<file path="config.mk">
export PLATFORM = sky130hd
export DESIGN_NAME = fmdll_lock_seq
export DESIGN_NICKNAME = d
export VERILOG_FILES = /design/src/rtl/fmdll_seq_pkg.sv /design/src/rtl/fmdll_code_ctr.sv /design/src/rtl/fmdll_lock_seq.sv
export SDC_FILE = /design/constraint.sdc
export NUM_CORES = 1
export LEC_CHECK = 0
export CORE_ASPECT_RATIO = 0.9
export CORE_MARGIN = 3
export CORE_UTILIZATION = 52
export CTS_BUF_LIST = sky130_fd_sc_hd__clkbuf_4 sky130_fd_sc_hd__clkbuf_8
export DETAILED_ROUTE_END_ITERATION = 8
export GPL_TIMING_DRIVEN = 0
export PLACE_DENSITY = 0.74
export SLEW_MARGIN = 15
export SYNTH_ARGS = -nofsm -noshare
export SYNTH_HDL_FRONTEND = slang
export SYNTH_SLANG_ARGS = --single-unit
</file>
<file path="constraint.sdc">
create_clock -name clk_ext -period 3.5 [get_ports clk_ext]
set_input_delay 0.525 -clock clk_ext [delete_from_list [all_inputs] [get_ports clk_ext]]
set_output_delay 0.525 -clock clk_ext [all_outputs]
set_load 0.02 [all_outputs]
</file>
<file path="src/rtl/fmdll_seq_pkg.sv">
// Shared encodings for the FMDLL lock-acquisition sequencer.
// Latency: n/a (types and constants only).
// Backpressure: n/a.
// Contents: STATE_W, FSM state encodings (ST_*), correction direction type, PD-to-direction helper.
package fmdll_seq_pkg;

   localparam int STATE_W = 3;

   // FSM state encodings, also visible on state_o
   localparam logic [STATE_W-1:0] ST_IDLE   = 3'd0;
   localparam logic [STATE_W-1:0] ST_START  = 3'd1;
   localparam logic [STATE_W-1:0] ST_SETTLE = 3'd2;
   localparam logic [STATE_W-1:0] ST_TRACK  = 3'd3;
   localparam logic [STATE_W-1:0] ST_LOCKED = 3'd4;
   localparam logic [STATE_W-1:0] ST_FAULT  = 3'd5;
   localparam logic [STATE_W-1:0] ST_FAIL   = 3'd6;

   typedef enum logic [1:0] {
      DIR_NONE = 2'd0,
      DIR_UP   = 2'd1,
      DIR_DN   = 2'd2
   } dir_e;

   // Both or neither request is a hold, which carries no direction
   function automatic dir_e pd_dir(input logic up, input logic dn);
      if (up && !dn)      return DIR_UP;
      else if (dn && !up) return DIR_DN;
      else                return DIR_NONE;
   endfunction

endpackage

</file>
<file path="src/rtl/fmdll_code_ctr.sv">
// Saturating up/down counter holding the delay-line control code.
// Latency: 1 cycle from load/up/dn to code.
// Backpressure: none; requests against a saturated bound are dropped (caller flags them via at_max/at_min).
// Ports: clk_ext, rst_n, load, load_val, up, dn -> code, at_max, at_min.
module fmdll_code_ctr #(
   parameter int CODE_W  = 6,
   parameter int RST_VAL = 32
) (
   input  logic              clk_ext,
   input  logic              rst_n,
   input  logic              load,
   input  logic [CODE_W-1:0] load_val,
   input  logic              up,
   input  logic              dn,
   output logic [CODE_W-1:0] code,
   output logic              at_max,
   output logic              at_min
);

   assign at_max = (code == {CODE_W{1'b1}});
   assign at_min = (code == '0);

   always_ff @(posedge clk_ext or negedge rst_n) begin
      if (!rst_n)
         code <= CODE_W'(RST_VAL);
      else if (load)
         code <= load_val;
      else if (up && !dn && !at_max)
         code <= code + CODE_W'(1);
      else if (dn && !up && !at_min)
         code <= code - CODE_W'(1);
   end

endmodule

</file>
<file path="src/rtl/fmdll_lock_seq.sv">
// FMDLL lock-acquisition sequencer: steers the delay-line code from PD up/dn, sequences HLD/PD resets, declares lock/relock/fail.
// Latency: 1 cycle from pd_up/pd_dn to code; all outputs registered.
// Backpressure: none; PD requests are sampled every clk_ext cycle and ignored outside TRACK/LOCKED.
// Ports: clk_ext, rst_n, en, reset_pd, pd_up, pd_dn -> code, pd_en, hld_rst_n, locked, fail, state_o
//        (+ dbg_relock, count of LOCKED->TRACK drops, when FMDLL_LOCK_SEQ_DBG_EN is defined).
module fmdll_lock_seq
   import fmdll_seq_pkg::*;
#(
   parameter int CODE_W     = 6,
   parameter int CODE_INIT  = 32,
   parameter int SETTLE_CYC = 16,
   parameter int LOCK_CNT   = 32,
   parameter int LOSS_RUN   = 4,
   parameter int MAX_RETRY  = 3
) (
   input  logic               clk_ext,
   input  logic               rst_n,
   input  logic               en,
   input  logic               reset_pd,
   input  logic               pd_up,
   input  logic               pd_dn,
   output logic [CODE_W-1:0]  code,
   output logic               pd_en,
   output logic               hld_rst_n,
   output logic               locked,
   output logic               fail,
   output logic [STATE_W-1:0] state_o
`ifdef FMDLL_LOCK_SEQ_DBG_EN
   ,
   output logic [7:0]         dbg_relock
`endif
);

   localparam int SETTLE_W = $clog2(SETTLE_CYC);
   localparam int LOCK_W   = $clog2(LOCK_CNT);
   localparam int RUN_W    = $clog2(LOSS_RUN + 1);
   localparam int RETRY_W  = $clog2(MAX_RETRY + 1);

   logic [STATE_W-1:0]  state, state_nxt;
   logic [SETTLE_W-1:0] settle_cnt, settle_nxt;
   logic [LOCK_W-1:0]   lock_cnt, lock_nxt;
   logic [RUN_W-1:0]    run_cnt, run_nxt, run_inc;
   logic [RETRY_W-1:0]  retry, retry_nxt;
   dir_e                prev_dir, prev_nxt, cur_dir;
   logic                track_act, same_dir, at_max, at_min, sat_fault, hld_fault, code_load;

   assign track_act = (state == ST_TRACK) || (state == ST_LOCKED);
   assign cur_dir   = pd_dir(pd_up, pd_dn);
   assign same_dir  = (cur_dir != DIR_NONE) && (cur_dir == prev_dir);
   assign run_inc   = same_dir ? run_cnt + RUN_W'(1)
                               : ((cur_dir != DIR_NONE) ? RUN_W'(1) : '0);
   // A correction that would push past a bound means the loop cannot reach lock from here
   assign sat_fault = track_act && (((cur_dir == DIR_UP) && at_max) ||
                                    ((cur_dir == DIR_DN) && at_min));
   assign hld_fault = track_act && !reset_pd;

   always_comb begin
      state_nxt  = state;
      settle_nxt = settle_cnt;
      lock_nxt   = lock_cnt;
      run_nxt    = run_cnt;
      retry_nxt  = retry;
      prev_nxt   = prev_dir;
      if (!en) begin
         state_nxt  = ST_IDLE;
         settle_nxt = '0;
         lock_nxt   = '0;
         run_nxt    = '0;
         retry_nxt  = '0;
         prev_nxt   = DIR_NONE;
      end else begin
         case (state)
            ST_IDLE:  state_nxt = ST_START;
            ST_START: begin
               state_nxt  = ST_SETTLE;
               settle_nxt = '0;
            end
            ST_SETTLE: begin
               if (settle_cnt == SETTLE_W'(SETTLE_CYC - 1)) begin
                  state_nxt  = ST_TRACK;
                  settle_nxt = '0;
                  lock_nxt   = '0;
                  run_nxt    = '0;
                  prev_nxt   = DIR_NONE;
               end else begin
                  settle_nxt = settle_cnt + SETTLE_W'(1);
               end
            end
            ST_TRACK, ST_LOCKED: begin
               prev_nxt = cur_dir;
               // Faults win over any lock/loss decision in the same cycle
               if (hld_fault || sat_fault) begin
                  state_nxt = ST_FAULT;
                  lock_nxt  = '0;
                  run_nxt   = '0;
                  prev_nxt  = DIR_NONE;
               end else if (state == ST_TRACK) begin
                  run_nxt = '0;
                  if (same_dir)
                     lock_nxt = '0;
                  else if (lock_cnt == LOCK_W'(LOCK_CNT - 1)) begin
                     state_nxt = ST_LOCKED;
                     lock_nxt  = '0;
                  end else
                     lock_nxt = lock_cnt + LOCK_W'(1);
               end else begin
                  if (run_inc == RUN_W'(LOSS_RUN)) begin
                     state_nxt = ST_TRACK;
                     lock_nxt  = '0;
                     run_nxt   = '0;
                  end else
                     run_nxt = run_inc;
               end
            end
            ST_FAULT: begin
               retry_nxt  = retry + RETRY_W'(1);
               settle_nxt = '0;
               state_nxt  = (retry + RETRY_W'(1) == RETRY_W'(MAX_RETRY)) ? ST_FAIL : ST_SETTLE;
            end
            ST_FAIL:  state_nxt = ST_FAIL;
            default:  state_nxt = ST_IDLE;
         endcase
      end
   end

   always_ff @(posedge clk_ext or negedge rst_n) begin
      if (!rst_n) begin
         state      <= ST_IDLE;
         settle_cnt <= '0;
         lock_cnt   <= '0;
         run_cnt    <= '0;
         retry      <= '0;
         prev_dir   <= DIR_NONE;
         pd_en      <= 1'b0;
         hld_rst_n  <= 1'b0;
         locked     <= 1'b0;
         fail       <= 1'b0;
      end else begin
         state      <= state_nxt;
         settle_cnt <= settle_nxt;
         lock_cnt   <= lock_nxt;
         run_cnt    <= run_nxt;
         retry      <= retry_nxt;
         prev_dir   <= prev_nxt;
         // Outputs are decoded from the next state so they line up with state_o
         pd_en      <= (state_nxt == ST_TRACK) || (state_nxt == ST_LOCKED);
         hld_rst_n  <= (state_nxt == ST_SETTLE) || (state_nxt == ST_TRACK) ||
                       (state_nxt == ST_LOCKED);
         locked     <= (state_nxt == ST_LOCKED);
         fail       <= (state_nxt == ST_FAIL);
      end
   end

   assign state_o   = state;
   assign code_load = (state_nxt == ST_IDLE) || (state_nxt == ST_START) ||
                      (state_nxt == ST_FAULT);

   fmdll_code_ctr #(
      .CODE_W  (CODE_W),
      .RST_VAL (CODE_INIT)
   ) u_code_ctr (
      .clk_ext  (clk_ext),
      .rst_n    (rst_n),
      .load     (code_load),
      .load_val (CODE_W'(CODE_INIT)),
      .up       (track_act && pd_up),
      .dn       (track_act && pd_dn),
      .code     (code),
      .at_max   (at_max),
      .at_min   (at_min)
   );

`ifdef FMDLL_LOCK_SEQ_DBG_EN
   logic [7:0] relock_cnt;
   always_ff @(posedge clk_ext or negedge rst_n) begin
      if (!rst_n)
         relock_cnt <= '0;
      else if (!en)
         relock_cnt <= '0;
      else if ((state == ST_LOCKED) && (state_nxt == ST_TRACK) && (relock_cnt != 8'hFF))
         relock_cnt <= relock_cnt + 8'd1;
   end
   assign dbg_relock = relock_cnt;
`endif

endmodule
</file>
==> flow_summary.json <==
{
  "outcome": "complete, no violations",
  "grt_max_degree": 30,
  "endpoint_kind": "flop",
  "cp.arrival_ns": 3.34,
  "async_flop_share": 1.000,
  "fin_crit_sh": 0.9006,
  "nets": 239,
  "drive_gt1_frac": 0.1312,
  "rsz0062_at_grt": "no",
  "area_growth_pct": 16.92,
  "synth-seq-area-share": 0.3753,
  "syn_nets": 214,
  "cts_tree": "built",
  "cp.buffers_inverters": 2,
  "max-vdd-ir-drop_mv": 0.2704,
  "place_hpwl_um": 3121,
  "insertion_delay_ns": 0.28,
  "slew_headroom": 0.4572,
  "cts_resized": 0,
  "cts_buffer_depth": 2,
  "dr.pass1.iters": 4,
  "die_w_um": 70.33,
  "antenna_cells": 0,
  "gr-total-overflow": 0,
  "syn_area_um2": 1937,
  "postCtsSetupBuffers": 0,
  "tns_ns": 0,
  "routed_wl_um": 4193,
  "tightest_slew_ns": 0.8142,
  "ys_top_cells_by_area": "dfrtp_1 (36%), ha_1 (7.8%), a21oi_1 (3.9%), xnor2_1 (3.6%), nor2_1 (2.9%)",
  "yosysTopAreaCell": "dfrtp_1",
  "mostFrequentLayoutCells": "dfrtp_1 (28), clkdlybuf4s50_1 (17), a21oi_1 (15), nor2_1 (15), ha_1 (12)",
  "netlist.area_leader.share": 0.3618,
  "placed_cell_area_um2": 2167,
  "hp-class": "in2async",
  "cp_max_fo": 6,
  "rows": 20,
  "post_drt_wl_per_cell_um": 15.82,
  "fin_skew_ns": 0.002856,
  "power_density_nw_per_um2": 396.4,
  "avgSynthCellArea_um2": 9.933,
  "gp_congestion": 0.9432,
  "grt_pass1_wl_um": 7527,
  "slowest_stage": "o32ai_1",
  "cellLeakagePower_nw": 1.072,
  "fmax_mhz": 317.3,
  "setup_viol": 0,
  "design.core.area_um2": 3478,
  "finalHoldViolations": 0,
  "drtAntennaViolNets": 0,
  "drc": 0,
  "cp_slowest_stage_delay_ns": 0.67,
  "worstPathRequired_ns": 3.69,
  "htree_levels": 2,
  "synth_edf_count": 0,
  "cp-start-kind": "primary input",
  "die_area_um2": 4494,
  "grt.total_usage": 0.2093,
  "crit_family": "compound AO/OA/AOI/OAI gates",
  "ioPinCount": 19,
  "cts.reportedPaths.clkPinSlew_ns": 0.06,
  "synthDistinctLibCells": 57,
  "vias": 1616,
  "yosys_warnings": 0,
  "fin_total_pwr_w": 0.0008978,
  "max_cap_violations": 0,
  "crit_chain": "clkdlybuf4s50_1, inv_1, ha_1, nor3b_1, nand4_1, a21boi_0, o32ai_1, a22oi_4, a211oi_1",
  "die_y_um": 63.90,
  "synth_cells": 195,
  "n_fill_cell": 285,
  "ys.flop_type": "dfrtp_1",
  "cts.sinks": 29,
  "finalMaxSlewViolations": 0,
  "cts_hold_buf": 0,
  "final_common_cell": "dfrtp_1",
  "start_util": 0.5568,
  "root_buffer": "clkbuf_8",
  "numCtsBuffers": 5,
  "grt_pass1_vias": 1599,
  "stdcell_area_um2": 2265,
  "dp_slack_ns": 0.1108,
  "port_buffers": 18,
  "setup_slack_ns": 0.3480,
  "grt_antenna_before_repair": 0,
  "fin_crit_ns": 3.152,
  "synth-seq-cells": 29,
  "avgViaCountPerCell": 6.098,
  "crit_type": "in2reg",
  "drt_iter0_drc": 51
}
per-layer routing:
layer / track usage / routed length, um / vias up
met5: 0 / 0 / -
met4: 0.05502 / 46 / 0
met3: 0.07075 / 225 / 5
met2: 0.3201 / 1955 / 41
met1: 0.2836 / 1965 / 796
li1: - / - / 774
worst paths after layout:
| path | slack [ns] | cells after the start | from | endpoint |
|---|---|---|---|---|
| min reg2reg | 0.51 | 1 | run_cnt[2]$_DFFE_PN0P_ | run_cnt[2]$_DFFE_PN0P_ |
| max | 0.35 | 9 | pd_up | u_code_ctr.code[2]$_DFFE_PN0P_ |
| max in group asynchronous | 2.82 | 1 | rst_n | u_code_ctr.code[2]$_DFFE_PN0P_ |
| min | 0.26 | 1 | rst_n | lock_cnt[0]$_DFFE_PN0P_ |
| min in group clk_ext | 0.51 | 1 | run_cnt[2]$_DFFE_PN0P_ | run_cnt[2]$_DFFE_PN0P_ |
| max reg2reg | 0.61 | 11 | state_o[0]$_DFF_PN0_ | u_code_ctr.code[5]$_DFFE_PN1P_ |
power by group:
group	total (W)	switching, W	internal [W]
sequential	0.000366	0.0000149	0.000351
clock	0.000298	0.000123	0.000175
combinational	0.000233	0.000131	0.000103
cells in the mapped netlist (2+ instances only):
cell type,number
nand3_1,5
xnor2_1,8
a211oi_1,2
and2_1,5
nand3b_1,2
and3_1,3
nor2_1,15
dfrtp_1,28
clkbuf_8,2
xor2_1,3
nor3b_1,3
o21bai_1,2
a22o_1,6
nand2b_1,2
a31oi_1,3
and3_2,4
ha_1,12
mux2i_1,3
nand4_1,3
o21ai_0,10
nor2b_1,2
inv_1,7
and4_2,2
a21o_1,4
o31ai_1,2
a21oi_1,15
clkbuf_1,3
o21a_1,2
nand2_1,9
logic make-up after synthesis:
group | after synthesis | share of synthesized area
AOI/OAI and AO/OA | 62 | 0.2410
xor gates and xnor gates | 11 | 0.04975
adders and majority gates | 13 | 0.08785
buffers and inverters | 13 | 0.03747
DFF | 29 | 0.3753
muxes | 3 | 0.01550
and+or+nand+nor | 64 | 0.1931
flip-flops by register name, summed over array words and instances, names as in the netlist:
register	flops
u_code_ctr.code	6
lock_cnt	5
settle_cnt	4
run_cnt	3
state_o	3
prev_dir	2
retry	2
fail	1
hld_rst_n	1
locked	1
pd_en	1
cell type report:
| class | instances | area, um2 | area share |
|---|---|---|---|
| Timing Repair Buffer | 18 | 175.2 | 0.07735 |
| Multi-Input combinational cell | 153 | 1137 | 0.5022 |
| Buffer | 6 | 46.29 | 0.02044 |
| Tap cell | 44 | 55.05 | 0.02431 |
| Inverter | 7 | 26.28 | 0.01160 |
| Clock buffer | 8 | 97.59 | 0.04309 |
| Sequential cell | 29 | 726.9 | 0.3210 |
through the flow:
step / hold WS [ns] / utilization / cells
floorplan: 0.2294 / - / 195
global placement: 0.4634 / 0.6245 / 257
global route: 0.3202 / 0.6511 / 265
CTS: 0.2855 / 0.6511 / 265
finish: 0.2615 / 0.6511 / 265
detailed placement: 0.4943 / 0.6230 / 257
Note: power is estimated with default switching activity, not from simulation.
==> RTL change 1: new RTL, same settings <==
`CODE_W` is set to 6 in 2 places; all go to 4.
--- a/src/rtl/fmdll_code_ctr.sv
+++ b/src/rtl/fmdll_code_ctr.sv
@@ -5,3 +5,3 @@
 module fmdll_code_ctr #(
-   parameter int CODE_W  = 6,
+   parameter int CODE_W  = 4,
    parameter int RST_VAL = 32
--- a/src/rtl/fmdll_lock_seq.sv
+++ b/src/rtl/fmdll_lock_seq.sv
@@ -8,3 +8,3 @@
 #(
-   parameter int CODE_W     = 6,
+   parameter int CODE_W     = 4,
    parameter int CODE_INIT  = 32,
Ports: changed (resized code); port bits go from 19 to 17. The function was not compared with the original's and may differ.
==> RTL change 1 against the original RTL <==
- total power fell by 23%
- critical path type is now flip-flop to flip-flop
- synthesized area shrank 12%
- routed wire length shrank 20%
- largest cell class unchanged
- non-clock buffer count is 5 lower
- worst setup slack gained 0.36 ns
- sequential cell count fell by 2
- sequential share of layout area up 2.2 points
- critical path depth is 2 higher
- hold slack worse by 0.026 ns
- register-to-register slack better by 0.10 ns
- design area decreased by 13%
- sequential power is 9.0% lower
- synthesized cell count fell by 9.7%
==> RTL change 1: results (changes against the original RTL) <==
Clk cell area share - 0.0248 (was 0.0431)
Met3 wire length - 119 µm (was 225 µm)
Outcome - finished, final reports clean (unchanged)
Critical Path AT - 2.95 ns (was 3.34 ns)
VDD IR max - 0.165 mV (was 0.270 mV)
Worst slew pin tran - 0.655 ns (was 0.814 ns)
Hold slack - 0.236 ns (was 0.262 ns)
Filler Cells Inserted - 275 (was 285)
GR Util met3 - 0.0333 (was 0.0708)
Post-synthesis mux area share - 0.0117 (was 0.0155)
Global-route wire length before repair - 6000 µm (was 7530 µm)
Clkbuf count - 4 (was 8)
Cts bufs inserted - 3 (was 5)
Worst-path clk slew - 0.09 ns (was 0.06 ns)
Reg2Reg Setup Slack - 0.71 ns (was 0.61 ns)
Net Count, Synth - 193 (was 214)
Mapped Cells - 176 (was 195)
Post-synthesis sequential area ratio - 0.394 (was 0.375)
Final sequential cell count - 27 (was 29)
Vias - 1,377 (was 1,616)
Pre-CTS setup slack - 0.570 ns (was 0.111 ns)
Adder-Cell Fraction of Synth Area - 0.0847 (was 0.0879)
M1 GR Usage - 0.251 (was 0.284)
Data buffer area share - 0.0870 (was 0.0978)
Seq area share - 0.343 (was 0.321)
Met2 WL - 1610 µm (was 1960 µm)
1st-iter DRT viols - 34 (was 51)
Vias/cell - 5.79 (was 6.10)
Largest regs - lock_cnt: 5 flops, settle_cnt: 4 flops, u_code_ctr.code: 4 flops (was u_code_ctr.code: 6 flops, lock_cnt: 5 flops, settle_cnt: 4 flops)
RTL change 1: changes by cell type in the layout (fill, tap and decap cells not counted), sizes merged, moves of 3 or more:
cell,unedited run,this run
and3,7,4
a21oi,15,10
clkbuf,13,6
inv,7,11
nor3,1,6
nor2,15,19
nand2,9,15
or3,0,3
and2,7,0
xnor2,8,5
RTL change 1: cells by family (layout without fill, tap and decap cells):
group / count (synthesis) / count (layout)
AOI/OAI and AO/OA: 45 / 45
xor gates and xnor gates: 9 / 9
adders and majority gates: 11 / 11
buffers and inverters: 15 / 35
DFF: 27 / 27
muxes: 2 / 2
and+or+nand+nor: 67 / 67
RTL change 1: report_power, final:
group	leakage, µW	internal (µW)	switching (µW)	total [µW]
Clock	0.0000262	89.5	94.7	184
Sequential	0.000372	324	8.76	333
Combinational	0.000495	68.0	110	178
==> RTL change 2: new RTL, same settings <==
Made on the original files. Register the inputs `pd_up` and `pd_dn` before use, without a reset. The logic sees them one clock later. The other inputs are not delayed to match. Comments in the files are not updated.
--- a/src/rtl/fmdll_lock_seq.sv
+++ b/src/rtl/fmdll_lock_seq.sv
@@ -38,2 +38,10 @@
 
+   logic pd_up_q;
+   logic pd_dn_q;
+
+   always_ff @(posedge clk_ext) begin
+      pd_up_q <= pd_up;
+      pd_dn_q <= pd_dn;
+   end
+
    logic [STATE_W-1:0]  state, state_nxt;
@@ -47,3 +55,3 @@
    assign track_act = (state == ST_TRACK) || (state == ST_LOCKED);
-   assign cur_dir   = pd_dir(pd_up, pd_dn);
+   assign cur_dir   = pd_dir(pd_up_q, pd_dn_q);
    assign same_dir  = (cur_dir != DIR_NONE) && (cur_dir == prev_dir);
@@ -165,4 +173,4 @@
       .load_val (CODE_W'(CODE_INIT)),
-      .up       (track_act && pd_up),
-      .dn       (track_act && pd_dn),
+      .up       (track_act && pd_up_q),
+      .dn       (track_act && pd_dn_q),
       .code     (code),
Behaviour: same outputs for any inputs over 10 cycles, from zero or initial values and one cycle with rst_n low; that may be too few to reach the edited logic, so the function may still have changed.
==> RTL change 2 against the original RTL <==
- combinational power down 12%
- routed wire length up 1.6%
- fmax up 14%
- synthesized area up 3.1%
- clock skew up 0.0073 ns
- register-to-register slack better by 0.12 ns
- sequential cell count up 2
- highest routed layer unchanged
- worst setup slack better by 0.38 ns
- hold slack worse by 0.0028 ns
- design area up 2.4%
- critical path depth up 2
- total power down 2.3%
==> RTL change 2: results (changes against the original RTL) <==
# Post-CTS Setup Buffers - 0 (unchanged)
Adder-Cell Fraction of Synth Area - 0.0852 (was 0.0879)
Max Cap Viol - 0 (unchanged)
Critical Path AT - 2.97 ns (was 3.34 ns)
Initial antenna violation count - 0 (unchanged)
Vias/cell - 5.93 (was 6.10)
Drt first pass iters - 4 (unchanged)
1st-iter DRT viols - 107 (was 51)
VDD IR max - 0.301 mV (was 0.270 mV)
Final HPWL DP - 3200 µm (was 3120 µm)
Ant diodes - 0 (unchanged)
Worst-path clk slew - 0.06 ns (about the same)
Synth Area in XOR/XNOR - 0.0482 (was 0.0497)
Vias in the first global route - 1,552 (was 1,599)
Top_reg_cell synth - dfrtp_1 (unchanged)
Met3 wire length - 183 µm (was 225 µm)
Max H-tree Level - 2 (unchanged)
Syn_area_per_cell - 9.98 µm² (was 9.93 µm²)
Nets - 244 (was 239)
Post-synthesis mux area share - 0.0257 (was 0.0155)
Cts bufs inserted - 5 (unchanged)
Compound-Gate Fraction of Synth Area - 0.201 (was 0.241)
Static Leak - 0.00103 µW (was 0.00107 µW)
GRT overflow - 0 (unchanged)
Detailed-routing wirelength on met1 - 2020 µm (was 1970 µm)
CP max stage cell - dfrtp_1 (was o32ai_1)
Clk Latency, worst-skew pair - 0.28 ns (about the same)
Async S/R FF share, synth - 0.935 (was 1.00)
Crit path max fanout - 8 (was 6)
Net Count, Synth - 219 (was 214)
Global-route wire length before repair - 7450 µm (was 7530 µm)
Worst slew pin tran - 0.680 ns (was 0.814 ns)
Outcome - finished, final reports clean (unchanged)
Top post-synthesis cells by count - dfrtp_1 (28), nor2_1 (19), inv_1 (13) (was dfrtp_1 (28), a21oi_1 (15), nor2_1 (15))
CTS resizes - 0 (unchanged)
All-Layer GR Usage - 0.205 (was 0.209)
Min-Delay Path Class - input port to asynchronous set/reset pin (unchanged)
Post-synthesis sequential area ratio - 0.384 (was 0.375)
Final Skew - 0.0101 ns (was 0.00286 ns)
Number of unique standard cell types used by synthesis - 52 (was 57)
Area contributors post-synth - dfrtp_1 (35%), ha_1 (7.5%), nor2_1 (3.6%) (was dfrtp_1 (36%), ha_1 (7.8%), a21oi_1 (3.9%))
Avg WL per Cell - 15.8 µm (about the same)
Worst r2r src - state_o[0] (unchanged)
Clock root buffer - clkbuf_8 (unchanged)
Final GP Congestion - 0.845 (was 0.943)
Dpl cells - 262 (was 257)
Worst Setup Start Kind - flip-flop (was input port)
Fin cells - 270 (was 265)
Slowest stage delay, CP - 0.39 ns (was 0.67 ns)
Share of cells above drive strength 1 - 0.159 (was 0.131)
Met2 WL - 2030 µm (was 1960 µm)
## RTL change 2: final cells by class
| class | instances | area (µm²) |
|---|---|---|
| Buffer | 4 | 20.0 |
| Inverter | 14 | 52.6 |
| Multi-Input combinational cell | 151 | 1160 |
| Timing Repair Buffer | 18 | 175 |
| Clock buffer | 8 | 91.3 |
| Tap cell | 44 | 55.1 |
| Fill cell | 263 | 1210 |
| Sequential cell | 31 | 767 |
## RTL change 2: report_power, final
group / internal [µW] / switching (µW) / total (µW)
registers: 373 / 12.2 / 385
logic: 84.3 / 120 / 204
clock network: 164 / 124 / 288
## RTL change 2: kinds of logic after synthesis
kind of cell | count (synthesis)
AND/OR/NAND/NOR | 70
XOR/XNOR | 11
adder cells (fa/ha/maj) | 13
AO/OA/AOI/OAI | 52
multiplexers | 5
buffers and inverters | 18
flip-flops | 31
## RTL change 2: path summary, 6_finish.rpt
kind	endpoint	slack (ns)	depth (start not counted)
setup / recovery	u_code_ctr.code[5]	0.73	11
hold / removal	u_code_ctr.code[1]	0.26	1
setup reg to reg	u_code_ctr.code[5]	0.73	11
hold reg to reg	run_cnt[1]	0.50	1
max in group asynchronous	run_cnt[0]	2.82	1
min in group clk_ext	run_cnt[1]	0.50	1
## RTL change 2: through the flow
step / hold WS (ns) / setup slack, ns / total power (µW) / instance area (µm²)
floorplan: 0.229 / 1.02 / 531 / 2000
detailed placement: 0.488 / 0.756 / 594 / 2230
global route: 0.303 / 0.488 / 928 / 2320
CTS: 0.280 / 0.721 / 887 / 2320
global placement: 0.470 / 0.863 / 588 / 2230
finish: 0.259 / 0.732 / 877 / 2320
## RTL change 2: worst reg2reg max path, cell delays in order, from the launching register on
cell and delay (ns):
dfrtp_1 0.39, buf_2 0.17, nor3b_2 0.34, a21o_1 0.17
nand3_1 0.23, ha_1 0.38, a211oi_1 0.24, o21bai_1 0.11
a21oi_1 0.19, mux2i_1 0.24, xnor2_1 0.14, nand2b_1 0.09
## RTL change 2: per-layer routing
metal / track usage / up-vias
li1: - / 774
met1: 0.272 / 780
met2: 0.318 / 44
met3: 0.0558 / 2
met4: 0.0775 / 0
met5: 0 / -
